<file path="config.mk">
export PLATFORM = sky130hd
export DESIGN_NAME = gpio_bank_flat
export DESIGN_NICKNAME = d
export VERILOG_FILES = /design/src/rtl/gpio_bank_if.sv /design/src/rtl/gpio_bank.sv /design/src/flat_wrapper.sv
export SDC_FILE = /design/constraint.sdc
export NUM_CORES = 1
export LEC_CHECK = 0
export ABC_AREA = 1
export CAP_MARGIN = 20
export CORE_ASPECT_RATIO = 0.8
export CORE_UTILIZATION = 26
export CTS_CLUSTER_SIZE = 16
export DETAILED_ROUTE_END_ITERATION = 6
export MAX_ROUTING_LAYER = met4
export SLEW_MARGIN = 20
export SYNTH_ARGS = -nofsm -noshare
export SYNTH_HDL_FRONTEND = slang
export SYNTH_SLANG_ARGS = --single-unit
</file>
<file path="constraint.sdc">
create_clock -name i_clk -period 3.1 [get_ports i_clk]
set_input_delay 0.62 -clock i_clk [delete_from_list [all_inputs] [get_ports i_clk]]
set_output_delay 0.62 -clock i_clk [all_outputs]
set_load 0.02 [all_outputs]
</file>
<file path="src/rtl/gpio_bank_if.sv">
// Read/write memory-bus bundle shared by the core, RAM and bus-attached peripherals.
// Reads are answered with registered data; non-selected slaves drive zero (OR-combined bus).
interface gpio_bank_if;
   logic [15:0] read_addr;
   logic [15:0] read_data;
   logic [15:0] write_addr;
   logic [15:0] write_data;
   logic        write_strobe;

   modport master (
      output read_addr, write_addr, write_data, write_strobe,
      input  read_data
   );

   modport slave (
      input  read_addr, write_addr, write_data, write_strobe,
      output read_data
   );
endinterface

</file>
<file path="src/rtl/gpio_bank.sv">
// Multi-channel GPIO peripheral: OUT/SET/CLR/TOG/DIR/IN/EDGE/EDGE_EN per channel,
// synchronised inputs with sticky change flags and a combined registered interrupt.
module gpio_bank #(
   parameter logic [15:0] BASE_ADDR = 16'hFF00,
   parameter int unsigned CHANNELS  = 1,
   parameter int unsigned WIDTH     = 8
) (
   input  logic                      i_clk,
   input  logic                      i_rst_n,
   gpio_bank_if.slave                bus,
   input  logic [CHANNELS*WIDTH-1:0] pins_in,
   output logic [CHANNELS*WIDTH-1:0] pins_out,
   output logic [CHANNELS*WIDTH-1:0] pins_oe,
   output logic                      irq
);

   logic [WIDTH-1:0] out_q       [CHANNELS];
   logic [WIDTH-1:0] out_d       [CHANNELS];
   logic [WIDTH-1:0] dir_q       [CHANNELS];
   logic [WIDTH-1:0] dir_d       [CHANNELS];
   logic [WIDTH-1:0] edge_flag_q [CHANNELS];
   logic [WIDTH-1:0] edge_flag_d [CHANNELS];
   logic [WIDTH-1:0] edge_en_q   [CHANNELS];
   logic [WIDTH-1:0] edge_en_d   [CHANNELS];
   logic [WIDTH-1:0] sync1_q     [CHANNELS];
   logic [WIDTH-1:0] sync1_d     [CHANNELS];
   logic [WIDTH-1:0] sync2_q     [CHANNELS];
   logic [WIDTH-1:0] sync2_d     [CHANNELS];
   logic [WIDTH-1:0] prev_q      [CHANNELS];
   logic [WIDTH-1:0] prev_d      [CHANNELS];
   logic [1:0]       warm_q, warm_d;
   logic [15:0]      read_data_q, read_data_d;
   logic             irq_q, irq_d;

   logic             wr_hit, rd_hit, detect_en;
   logic [2:0]       wr_ch, wr_off, rd_ch, rd_off;
   logic [WIDTH-1:0] wdata;

   // The window is 64 aligned addresses, so only the upper ten bits select it.
   assign wr_hit    = bus.write_strobe && (bus.write_addr[15:6] == BASE_ADDR[15:6]);
   assign rd_hit    = bus.read_addr[15:6] == BASE_ADDR[15:6];
   assign wr_ch     = bus.write_addr[5:3];
   assign wr_off    = bus.write_addr[2:0];
   assign rd_ch     = bus.read_addr[5:3];
   assign rd_off    = bus.read_addr[2:0];
   assign wdata     = bus.write_data[WIDTH-1:0];
   assign detect_en = warm_q == 2'd3;
   assign warm_d    = detect_en ? warm_q : warm_q + 2'd1;

   always_comb begin
      irq_d       = 1'b0;
      read_data_d = '0;
      for (int c = 0; c < CHANNELS; c++) begin
         out_d[c]       = out_q[c];
         dir_d[c]       = dir_q[c];
         edge_flag_d[c] = edge_flag_q[c];
         edge_en_d[c]   = edge_en_q[c];
         sync1_d[c]     = pins_in[c*WIDTH +: WIDTH];
         sync2_d[c]     = sync1_q[c];
         prev_d[c]      = sync2_q[c];

         if (wr_hit && (int'(wr_ch) == c)) begin
            unique case (wr_off)
               3'd0:    out_d[c]       = wdata;
               3'd1:    out_d[c]       = out_q[c] | wdata;
               3'd2:    out_d[c]       = out_q[c] & ~wdata;
               3'd3:    out_d[c]       = out_q[c] ^ wdata;
               3'd4:    dir_d[c]       = wdata;
               3'd6:    edge_flag_d[c] = edge_flag_q[c] & ~wdata;
               3'd7:    edge_en_d[c]   = wdata;
               default: ;
            endcase
         end

         // Applied after the W1C so a simultaneous change keeps the flag set.
         if (detect_en) begin
            edge_flag_d[c] = edge_flag_d[c] | (sync2_q[c] ^ prev_q[c]);
         end

         irq_d = irq_d | (|(edge_flag_q[c] & edge_en_q[c]));

         if (rd_hit && (int'(rd_ch) == c)) begin
            unique case (rd_off)
               3'd0, 3'd1, 3'd2, 3'd3: read_data_d[WIDTH-1:0] = out_q[c];
               3'd4:                   read_data_d[WIDTH-1:0] = dir_q[c];
               3'd5:                   read_data_d[WIDTH-1:0] = sync2_q[c];
               3'd6:                   read_data_d[WIDTH-1:0] = edge_flag_q[c];
               3'd7:                   read_data_d[WIDTH-1:0] = edge_en_q[c];
            endcase
         end
      end
   end

   always_ff @(posedge i_clk or negedge i_rst_n) begin
      if (!i_rst_n) begin
         for (int c = 0; c < CHANNELS; c++) begin
            out_q[c]       <= '0;
            dir_q[c]       <= '0;
            edge_flag_q[c] <= '0;
            edge_en_q[c]   <= '0;
            sync1_q[c]     <= '0;
            sync2_q[c]     <= '0;
            prev_q[c]      <= '0;
         end
         warm_q      <= '0;
         read_data_q <= '0;
         irq_q       <= 1'b0;
      end else begin
         out_q       <= out_d;
         dir_q       <= dir_d;
         edge_flag_q <= edge_flag_d;
         edge_en_q   <= edge_en_d;
         sync1_q     <= sync1_d;
         sync2_q     <= sync2_d;
         prev_q      <= prev_d;
         warm_q      <= warm_d;
         read_data_q <= read_data_d;
         irq_q       <= irq_d;
      end
   end

   for (genvar g = 0; g < CHANNELS; g++) begin : g_flat
      assign pins_out[g*WIDTH +: WIDTH] = out_q[g];
      assign pins_oe[g*WIDTH +: WIDTH]  = dir_q[g];
   end

   assign bus.read_data = read_data_q;
   assign irq           = irq_q;

endmodule

</file>
<file path="src/flat_wrapper.sv">
// flat-port wrapper written by rule: the top's interface ports become plain ports
module gpio_bank_flat 
#(
   parameter logic [15:0] BASE_ADDR = 16'hFF00,
   parameter int unsigned CHANNELS  = 1,
   parameter int unsigned WIDTH     = 8
)
  (i_clk, i_rst_n, pins_in, pins_out, pins_oe, irq, bus_read_addr, bus_write_addr, bus_write_data, bus_write_strobe, bus_read_data);
  gpio_bank_if bus_i ();
  input  logic i_clk;
  input  logic i_rst_n;
  input  logic [CHANNELS*WIDTH-1:0] pins_in;
  output logic [CHANNELS*WIDTH-1:0] pins_out;
  output logic [CHANNELS*WIDTH-1:0] pins_oe;
  output logic irq;
  input wire logic [$bits(bus_i.read_addr)-1:0] bus_read_addr;
  input wire logic [$bits(bus_i.write_addr)-1:0] bus_write_addr;
  input wire logic [$bits(bus_i.write_data)-1:0] bus_write_data;
  input wire logic [$bits(bus_i.write_strobe)-1:0] bus_write_strobe;
  output wire logic [$bits(bus_i.read_data)-1:0] bus_read_data;
  assign bus_i.read_addr = bus_read_addr;
  assign bus_i.write_addr = bus_write_addr;
  assign bus_i.write_data = bus_write_data;
  assign bus_i.write_strobe = bus_write_strobe;
  assign bus_read_data = bus_i.read_data;
  gpio_bank #(.BASE_ADDR(BASE_ADDR), .CHANNELS(CHANNELS), .WIDTH(WIDTH)) u_core (.i_clk(i_clk), .i_rst_n(i_rst_n), .bus(bus_i), .pins_in(pins_in), .pins_out(pins_out), .pins_oe(pins_oe), .irq(irq));
endmodule
</file>
; ---- Yosys cells after proc, flatten, opt, wreduce, memory -nomap -nowiden
; Cells that the tools add are included.
[totals]
ram_bits = 0
latchBits = 0
in_bits = 59
memories = 0
romBits = 0
output_inout_bits = 33
regBits = 67
[classes]
shift = 0
n_mux = 6
bitwise = 8
n_mul = 0
reduce_logical = 13
div = 0
n_lt_le_gt_ge = 0
add_sub_neg = 1
n_eq_ne = 16
[ops]
columns = cell, count
row1 = $pmux 8 s5, 1
row2 = $mux 8, 4
row3 = $pmux 8 s4, 1
row4 = $and 8x8->8, 3
row5 = $eq 3x3->1 const B, 7
row6 = $eq 10x10->1 const B, 2
row7 = $or 8x8->8, 2
row8 = $xor 8x8->8, 2
row9 = $eq 3x2->1 const B, 4
row10 = $logic_not 3->1, 4
row11 = $not 8->8, 1
row12 = $reduce_or 8->1, 1
row13 = $eq 3x1->1 const B, 2
row14 = $reduce_and 2->1, 3
row15 = $reduce_bool 4->1, 1
row16 = $reduce_or 4->1, 1
row17 = $logic_and 1x1->1, 3
row18 = $add 2x1->2 const B, 1
row19 = $eq 2x2->1 const B, 1

; ---- Logic depth before layout (Yosys ltp)
[logic_depth]
word_depth = 6
depth_mapped = 9
ltp_nobuf = 9

; ---- Least setup slack after synthesis
; Ideal clock, no wire load.
[synth_path]
path_type = input-to-reg
startpoint = input port bus_write_addr[7]
endpoint = register u_core.out_q (netlist bit u_core.pins_out[0])
arrival_ns = 1.429
cell_stages = 8
setup_time_ns = 0.117
path_slack_ns = 1.553
path_cell_list = nor2_1 nand2_1 nor2_2 nand2_2 nor2_4 inv_2 nand2_1 nand2_1
[synth_via]
elab_chain_len = 4
[synth_rtl]
columns = element, line
row1 = "start, declared", flat_wrapper.sv:17  ; input wire logic [$bits(bus_i.write_addr)-1:0] bus_write_addr;
row2 = $eq 10x10->1, gpio_bank.sv:40  ; assign wr_hit = bus.write_strobe && (bus.write_addr[15:6] == BASE_ADDR[15:6]);
row3 = $logic_and 1x1->1, gpio_bank.sv:40
row4 = $logic_and 1x1->1, gpio_bank.sv:62  ; if (wr_hit && (int'(wr_ch) == c)) begin
row5 = $reduce_and 2->1 (no line), -
row6 = "end signal, assigned", gpio_bank.sv:109  ; out_q <= out_d;
row7 = "end, declared", gpio_bank.sv:17  ; logic [WIDTH-1:0] out_q [CHANNELS];
; Every way passes these cells.
; A chain may end at the register's enable or synchronous reset.

; ---- Final worst setup path
[layout_path]
startpoint = input port bus_write_addr[9]
endpoint = register u_core.dir_q (netlist bit u_core.pins_oe[0])
[layout_via]
elab_chain_len = 4
[layout_rtl]
columns = element, line
row1 = $eq 10x10->1, gpio_bank.sv:40
row2 = $logic_and 1x1->1, gpio_bank.sv:40
row3 = $logic_and 1x1->1, gpio_bank.sv:62
row4 = $reduce_and 2->1 (no line), -
row5 = "end signal, assigned", gpio_bank.sv:110  ; dir_q <= dir_d;
row6 = "end, declared", gpio_bank.sv:19  ; logic [WIDTH-1:0] dir_q [CHANNELS];
; Every way passes these cells.

==> impl_metrics.yaml <==
run_status:
  status: "complete, no violations"
clock_network:
  clkTransAtPathRegs_ps: 50
  clkLatencyLatePin_ps: 340
  cts_buffers: 9
  cts_tree: "yes"
  clockRootBuffer: "clkbuf_16"
  post_cts_resized: 0
  ctsHtreeMaxLevel: 3
  hold_buffers: 0
  cts.path.max_buffers: 2
  cts_setup_buffers: 0
  clkSinkCount: 67
routing:
  drt_iter0_drc: 157
  drc: 0
  post_drt_wl_per_cell_um: 13.9
  vias: 3113
  drtAntennaViolNets: 0
  dr.pass1.iters: 5
  routed_wl_um: 9630
  viasPerCell: 4.49
floorplanning:
  start_util: 0.270
  ios: 92
  die-area_mm2: 0.0140
  die_h_um: 106
  die_w_um: 132
  core_area_mm2: 0.0130
  rows: 37
synthesis:
  synthesis.area_mm2: 0.00351
  ys_seq_area_frac: 0.477
  synth.avg_cell_area_um2: 8.19
  synth.ff_latch_count: 67
  yosys_warnings: 0
  synth_cells: 429
  synth_cell_types: 31
worst_setup_path:
  worst_setup_path_end_kind: "flop"
  critPathTopFamily: "simple AND/OR/NAND/NOR gates"
  arrival_ps: 2270
  worstSetupPathType: "in2reg"
  setup.worst_path.start_class: "input port"
  timing.critical_path.mode_cell: "nand2_1"
  cp_slowest_cell: "nor2_1"
  slowest_delay_ps: 540
  r2r_slack_ps: 1880
  worstPathMaxFanout: 8
  worst-path-buf-inv: 2
  cp.required_ps: 3330
  path_cells: "clkdlybuf4s50_1 -> nand2_1 -> nand3b_1 -> nor2_1 -> nand4_1 -> nand2_1 -> inv_1"
global_route:
  grt_max_degree: 68
  grt_use_met1: 0.195
  met3_usage: 0.0424
  grt_pass1_vias: 3235
  gr-max-usage-layer: "met2"
  antenna_found_initial: 0
  grt_overflow: 0
  use_met2: 0.231
  grt_usage: 0.153
  grt_first_pass_wirelength_um: 15900
sta:
  hold_viol: 0
  fin_skew_ps: 4.77
  fmax_ghz: 0.491
  finalSetupViolCount: 0
  final-max-slew-violation-count: 0
  grt_setup_unrepaired: "false"
  fin_tns_setup_ps: 0
  worst_pin_slew_ps: 843
  fin_crit_sh: 0.657
  maxSlewHeadroom: 0.438
  min_period_ps: 2040
place:
  globalplace.congestion: 0.867
  io_buffers: 75
  hpwl_um: 7490
  postPlaceCellArea_mm2: 0.00445
power:
  total_power_uw: 2100
  p_leak_uw: 0.00221
  power.density_mw_per_mm2: 443
  vdd_ir_drop_max_mv: 0.246
final_layout:
  regArea_mm2: 0.00168
  final_layout_size_suffix_gt1_frac: 0.0714
  multiInputGateArea_mm2: 0.00153
  diodes: 0
  area_growth_pct: 35.1
  final_cell_area_mm2: 0.00475
  num-fill-cells: 1329
  nNetsFinal: 589
min_path:
  hold_class: "reg2reg"
run:
  cap_viol_max_count: 0
==> where the power goes <==
| group | switching, uW | total [uW] | internal [uW] |
|---|---|---|---|
| Combinational | 118 | 206 | 88.8 |
| Clock | 370 | 996 | 626 |
| Sequential | 8.65 | 900 | 892 |
==> synth_stat cells (all sizes together) <==
library cell	count	area, um2
nand2	128	483
dfrtp	67	1680
inv	66	248
nor2	35	169
nand4	29	188
o21ai	22	110
ha	17	213
nand3	16	85.1
buf	12	83.8
o211ai	11	82.6
nor3	6	41.3
xnor2	6	52.6
o22ai	4	25.0
a21oi	3	15.0
a221oi	1	8.76
a22o	1	8.76
clkbuf	1	3.75
clkinv	1	3.75
conb	1	3.75
nand3b	1	7.51
nor2b	1	6.26
==> cells in the final DEF, fill, tap and decap left out, drive strengths merged <==
cell | netlist | layout
a21oi | 3 | 3
a221oi | 1 | 1
a22o | 1 | 1
buf | 12 | 5
clkbuf | 1 | 13
clkdlybuf4s50 | 0 | 74
clkinv | 1 | 2
clkinvlp | 0 | 2
conb | 1 | 8
dfrtp | 67 | 67
ha | 17 | 17
inv | 66 | 66
nand2 | 128 | 128
nand3 | 16 | 16
nand3b | 1 | 1
nand4 | 29 | 29
nor2 | 35 | 35
nor2b | 1 | 1
nor3 | 6 | 6
o211ai | 11 | 11
o21ai | 22 | 22
o22ai | 4 | 4
xnor2 | 6 | 6
==> per-layer routing <==
metal,part of all wire,routed length [um],up-vias
li1,-,-,1530
met1,0.47,4560,1454
met2,0.44,4230,112
met3,0.071,686,17
met4,0.016,158,0
met5,0,0,-
==> state kept, by name, indices dropped and copies added (netlist names) <==
name,flops
u_core.pins_oe,8
u_core.bus.read_data,8
u_core.edge_en_q,8
u_core.warm_q,2
u_core.prev_q,8
u_core.irq,1
u_core.pins_out,8
u_core.edge_flag_q,8
u_core.prev_d,8
u_core.sync1_q,8
==> through the flow <==
stage	setup WS, ps	std cells	hold slack [ps]	utilization
floorplan	1550	436	324	-
global placement	784	677	333	0.342
detailed placement	739	677	335	0.342
CTS	1060	693	347	0.365
global route	920	693	350	0.365
finish	1060	693	345	0.365
==> cell families after synthesis <==
logic type / count (synthesis) / synth area share
xor gates and xnor gates: 6 / 0.0150
adders and majority gates: 17 / 0.0605
DFF: 67 / 0.477
and+or+nand+nor: 216 / 0.279
buffers and inverters: 80 / 0.0965
AOI/OAI and AO/OA: 42 / 0.0712
other: 1 / 0.00107
==> final timing paths <==
kind,startpoint,end,cells past startpoint
max,bus_write_addr[9],u_core.pins_oe[0],7
min,u_core.sync1_q[2],u_core.prev_d[2],0
max reg2reg,u_core.warm_q[0],u_core.edge_flag_q[3],5
min reg2reg,u_core.sync1_q[2],u_core.prev_d[2],0
max in group asynchronous,i_rst_n,u_core.pins_out[3],2
min in group asynchronous,i_rst_n,u_core.sync1_q[6],2
==> area by class of cell <==
cell class / instances / share of cell area
clock inverters: 3 / 0.00422
flip-flops and latches: 67 / 0.353
multi-input cells: 289 / 0.321
clock buffers: 13 / 0.0590
well taps: 175 / 0.0461
repair buffers: 79 / 0.163
inverters: 67 / 0.0530
Note: power is estimated with default switching activity, not from simulation.
==> patch 1, RTL diff (same flow settings) <==
`WIDTH` is set to 8 in 2 places; all go to 10.
--- a/src/rtl/gpio_bank.sv
+++ b/src/rtl/gpio_bank.sv
@@ -5,3 +5,3 @@
    parameter int unsigned CHANNELS  = 1,
-   parameter int unsigned WIDTH     = 8
+   parameter int unsigned WIDTH     = 10
 ) (
--- a/src/flat_wrapper.sv
+++ b/src/flat_wrapper.sv
@@ -5,3 +5,3 @@
    parameter int unsigned CHANNELS  = 1,
-   parameter int unsigned WIDTH     = 8
+   parameter int unsigned WIDTH     = 10
 )
Interface: changed (resized pins_in, pins_oe and pins_out); port bits go from 92 to 98. The function was not compared with the original's and may differ.
==> patch 1 against the original RTL <==
- synthesized area grew 21%
- wire length grew 19%
- total power up 14%
- largest power group is now sequential cells
- count of clock-buffer cells in the layout decreased by 1
- critical path type unchanged
- setup slack worse by 140 ps
- cell count is 20% higher
- highest routed layer unchanged
- first-iteration DRC count rose by 50%
- final area up 19%
- sequential cell count rose by 16
- sequential share of layout area rose by 1.5 points
- non-clock buffer count increased by 17
- die area rose by 20%
==> patch 1: results (changes against the original RTL) <==
* Post-Synth XOR/XNOR Area at 1.86% (was 1.50%)
* Crit path time final at 2180 ps (was 2040 ps)
* Post-Synth Adder-Cell Area at 6.19% (was 6.05%)
* Relative slew slack at 49.2% (was 43.8%)
* Wire length on met1 at 5440 um (was 4560 um)
* Peak VDD IR at 0.000258 V (was 0.000246 V)
* Worst hold path class: in -> async (was reg -> reg)
* Drt wl/cell at 13.8 um (was 13.9 um)
* Unique masters post-synth at 29 (was 31)
* Post-DP HPWL at 8770 um (was 7490 um)
* Cells after DPL at 814 (was 677)
* Synth Area in Compound Gates at 10.0% (was 7.12%)
* Met3 Use GR at 3.49% (was 4.24%)
* Met3 WL post-DR at 676 um (was 686 um)
* CP Max Fanout at 20 (was 8)
* Worst Hold Margin at 298 ps (was 345 ps)
* Layout cell share with drive strength beyond 1 at 5.37% (was 7.14%)
* Met2 WL at 5170 um (was 4230 um)
* Port bufs at 85 (was 75)
* Final GP Congestion at 0.837 (was 0.867)
* Post-Synthesis Cells at 518 (was 429)
* Met1 Track Usage GR at 19.6% (was 19.5%)
* Clock Tree Root: clkbuf_16 (unchanged)
* Post-Place Cell Area at 0.00536 mm2 (was 0.00445 mm2)
* Leak Pwr at 2.65 nW (was 2.21 nW)
* Critical path arrival at 2410 ps (was 2270 ps)
* Status: complete, no violations (unchanged)
* Seq/Total Area, Yosys at 49.0% (was 47.7%)
* Vias in the first global route at 3,515 (was 3,235)
* Clk Latency, worst-skew pair at 340 ps (about the same)
* Routed wire length at 11,400 um (was 9630 um)
* Critical path's slowest cell: clkdlybuf4s50_1 (was nor2_1)
* First-pass GRT wire length at 18,300 um (was 15,900 um)
* Worst Skew at 7.03 ps (was 4.77 ps)
* Worst path max stage delay at 450 ps (was 540 ps)
* Top post-synthesis cells by area: dfrtp_1, nand2_1, inv_1, ha_1, o21ai_0 (was dfrtp_1, nand2_1, inv_1, ha_1, nand4_1)
* Crit path capture: u_core.edge_en_q[6] (was u_core.pins_oe[0])
* Met2 usage at 23.2% (was 23.1%)
* Post-synth top cells: nand2_1, inv_1, dfrtp_1 (was nand2_1, dfrtp_1, inv_1)
* DR iter-0 viols at 236 (was 157)
* Worst R2R End: u_core.edge_flag_q[8] (was u_core.edge_flag_q[3])
* FF-to-FF setup slack at 1830 ps (was 1880 ps)
* Largest net degree at the start of global routing at 49 (was 68)
* Total number of vias at 3,611 (was 3,113)
* Nets at 692 (was 589)
* Place WS at 601 ps (was 739 ps)
## patch 1: changes by cell type in the layout (fill, tap and decap cells not counted), sizes merged, moves of 2 or more
| cell | unedited run | this run |
|---|---|---|
| a21oi | 3 | 12 |
| buf | 5 | 12 |
| clkdlybuf4s50 | 74 | 84 |
| conb | 8 | 6 |
| dfrtp | 67 | 83 |
| ha | 17 | 21 |
| inv | 66 | 96 |
| nand3 | 16 | 25 |
| nand4 | 29 | 14 |
| nor3 | 6 | 8 |
| o211ai | 11 | 15 |
| o21ai | 22 | 45 |
| xnor2 | 6 | 9 |
## patch 1: layout make-up
class / instances / area (um2)
inverter: 96 / 360
fill: 1650 / 10200
clock inverter: 4 / 51.3
timing repair buffer: 96 / 943
multi-input combinational: 324 / 1710
sequential: 83 / 2080
tap: 215 / 269
clock buffer: 12 / 236
## patch 1: where the power goes
group | switching [W] | internal, W | total [W]
clock | 0.000422 | 0.000625 | 0.00105
sequential | 0.0000125 | 0.00110 | 0.00112
combinational | 0.000128 | 0.000105 | 0.000233
==> patch 2, RTL diff (same flow settings) <==
Without the edit above. Make the reset (`i_rst_n`) synchronous in one clocked block.
--- a/src/rtl/gpio_bank.sv
+++ b/src/rtl/gpio_bank.sv
@@ -93,3 +93,3 @@
 
-   always_ff @(posedge i_clk or negedge i_rst_n) begin
+   always_ff @(posedge i_clk) begin
       if (!i_rst_n) begin
Function: differs if i_rst_n is asserted again (counterexample within 4 cycles, from zero or initial values and one cycle with i_rst_n low); with i_rst_n held inactive, the same outputs for 10 cycles.
==> patch 2 against the original RTL <==
- highest routed layer unchanged
- synthesized cell count rose by 22%
- combinational power rose by 12%
- sequential cell count did not move
- final area fell by 0.45%
- synthesized area rose by 0.18%
- total power rose by 4.2%
- setup slack improved by 69 ps
- wire length fell by 1.1%
==> patch 2: results (changes against the original RTL) <==
* Worst Hold Margin at 409 ps (was 345 ps)
* CP delay by family, top: buffers and inverters (was simple AND/OR/NAND/NOR gates)
* Status: complete, no violations (unchanged)
* Primary FF master, synth: dfxtp_1 (was dfrtp_1)
* Worst Hold Depth at 2 (was 0)
* Post-synth top cells: nand2_1, nor2_1, inv_1 (was nand2_1, dfrtp_1, inv_1)
* Total number of vias at 3,502 (was 3,113)
* PwrDens at 464 mW/mm2 (was 443 mW/mm2)
* Top post-synthesis cells by area: dfxtp_1, nand2_1, nor2_1, inv_1, ha_1 (was dfrtp_1, nand2_1, inv_1, ha_1, nand4_1)
* Post-DP HPWL at 7300 um (was 7490 um)
* Final GP Congestion at 0.852 (was 0.867)
* Filler cells at 1,381 (was 1,329)
* DR iter-0 viols at 235 (was 157)
* Critical path arrival at 1350 ps (was 2270 ps)
* Place WS at 880 ps (was 739 ps)
* Cells after DPL at 764 (was 677)
* Unique masters post-synth at 28 (was 31)
* Hold path endpoint: u_core.prev_d[1] (was u_core.prev_d[2])
* DR vias/cell at 4.49 (about the same)
* Post-Place Cell Area at 0.00441 mm2 (was 0.00445 mm2)
* Vias in the first global route at 3,373 (was 3,235)
* Leak Pwr at 2.13 nW (was 2.21 nW)
* CP Max Fanout at 3 (was 8)
* Crit path capture: pins_oe[4] (was u_core.pins_oe[0])
* Worst r2r src: u_core.warm_q[0] (unchanged)
* Synth Area in Compound Gates at 8.56% (was 7.12%)
* First-pass GRT wire length at 15,800 um (was 15,900 um)
patch 2: cell types whose count changed in the layout (fill, tap and decap cells not counted), sizes merged, moves of 4 or more:
cell    delta
o21bai     +8
inv        +8
dfrtp     -67
xnor2      -6
nor2      +57
nand2     +22
nand4      -8
o22ai      -4
a21oi     +22
o211ai    -11
dfxtp     +67
patch 2: where the power goes:
part	switching (W)	total [W]	internal (W)
registers	0.0000132	0.000899	0.000886
clock network	0.000374	0.00106	0.000688
logic	0.000129	0.000230	0.000101
total	0.000516	0.00219	0.00168
patch 2: layout make-up:
cell class / instances / share of cell area (%)
Multi-Input combinational cell: 369 / 38.0
Sequential cell: 67 / 28.4
Timing Repair Buffer: 78 / 16.4
Inverter: 75 / 5.96
Clock buffer: 13 / 5.72
Tap cell: 175 / 4.63
Clock inverter: 3 / 0.953
patch 2: layer usage:
layer	wire length, um	vias to the layer above	global-route usage (%)
li1	-	1776	-
met1	4780	1579	19.7
met2	3870	135	21.1
met3	774	12	5.15
met4	102	0	4.73
met5	0	-	-
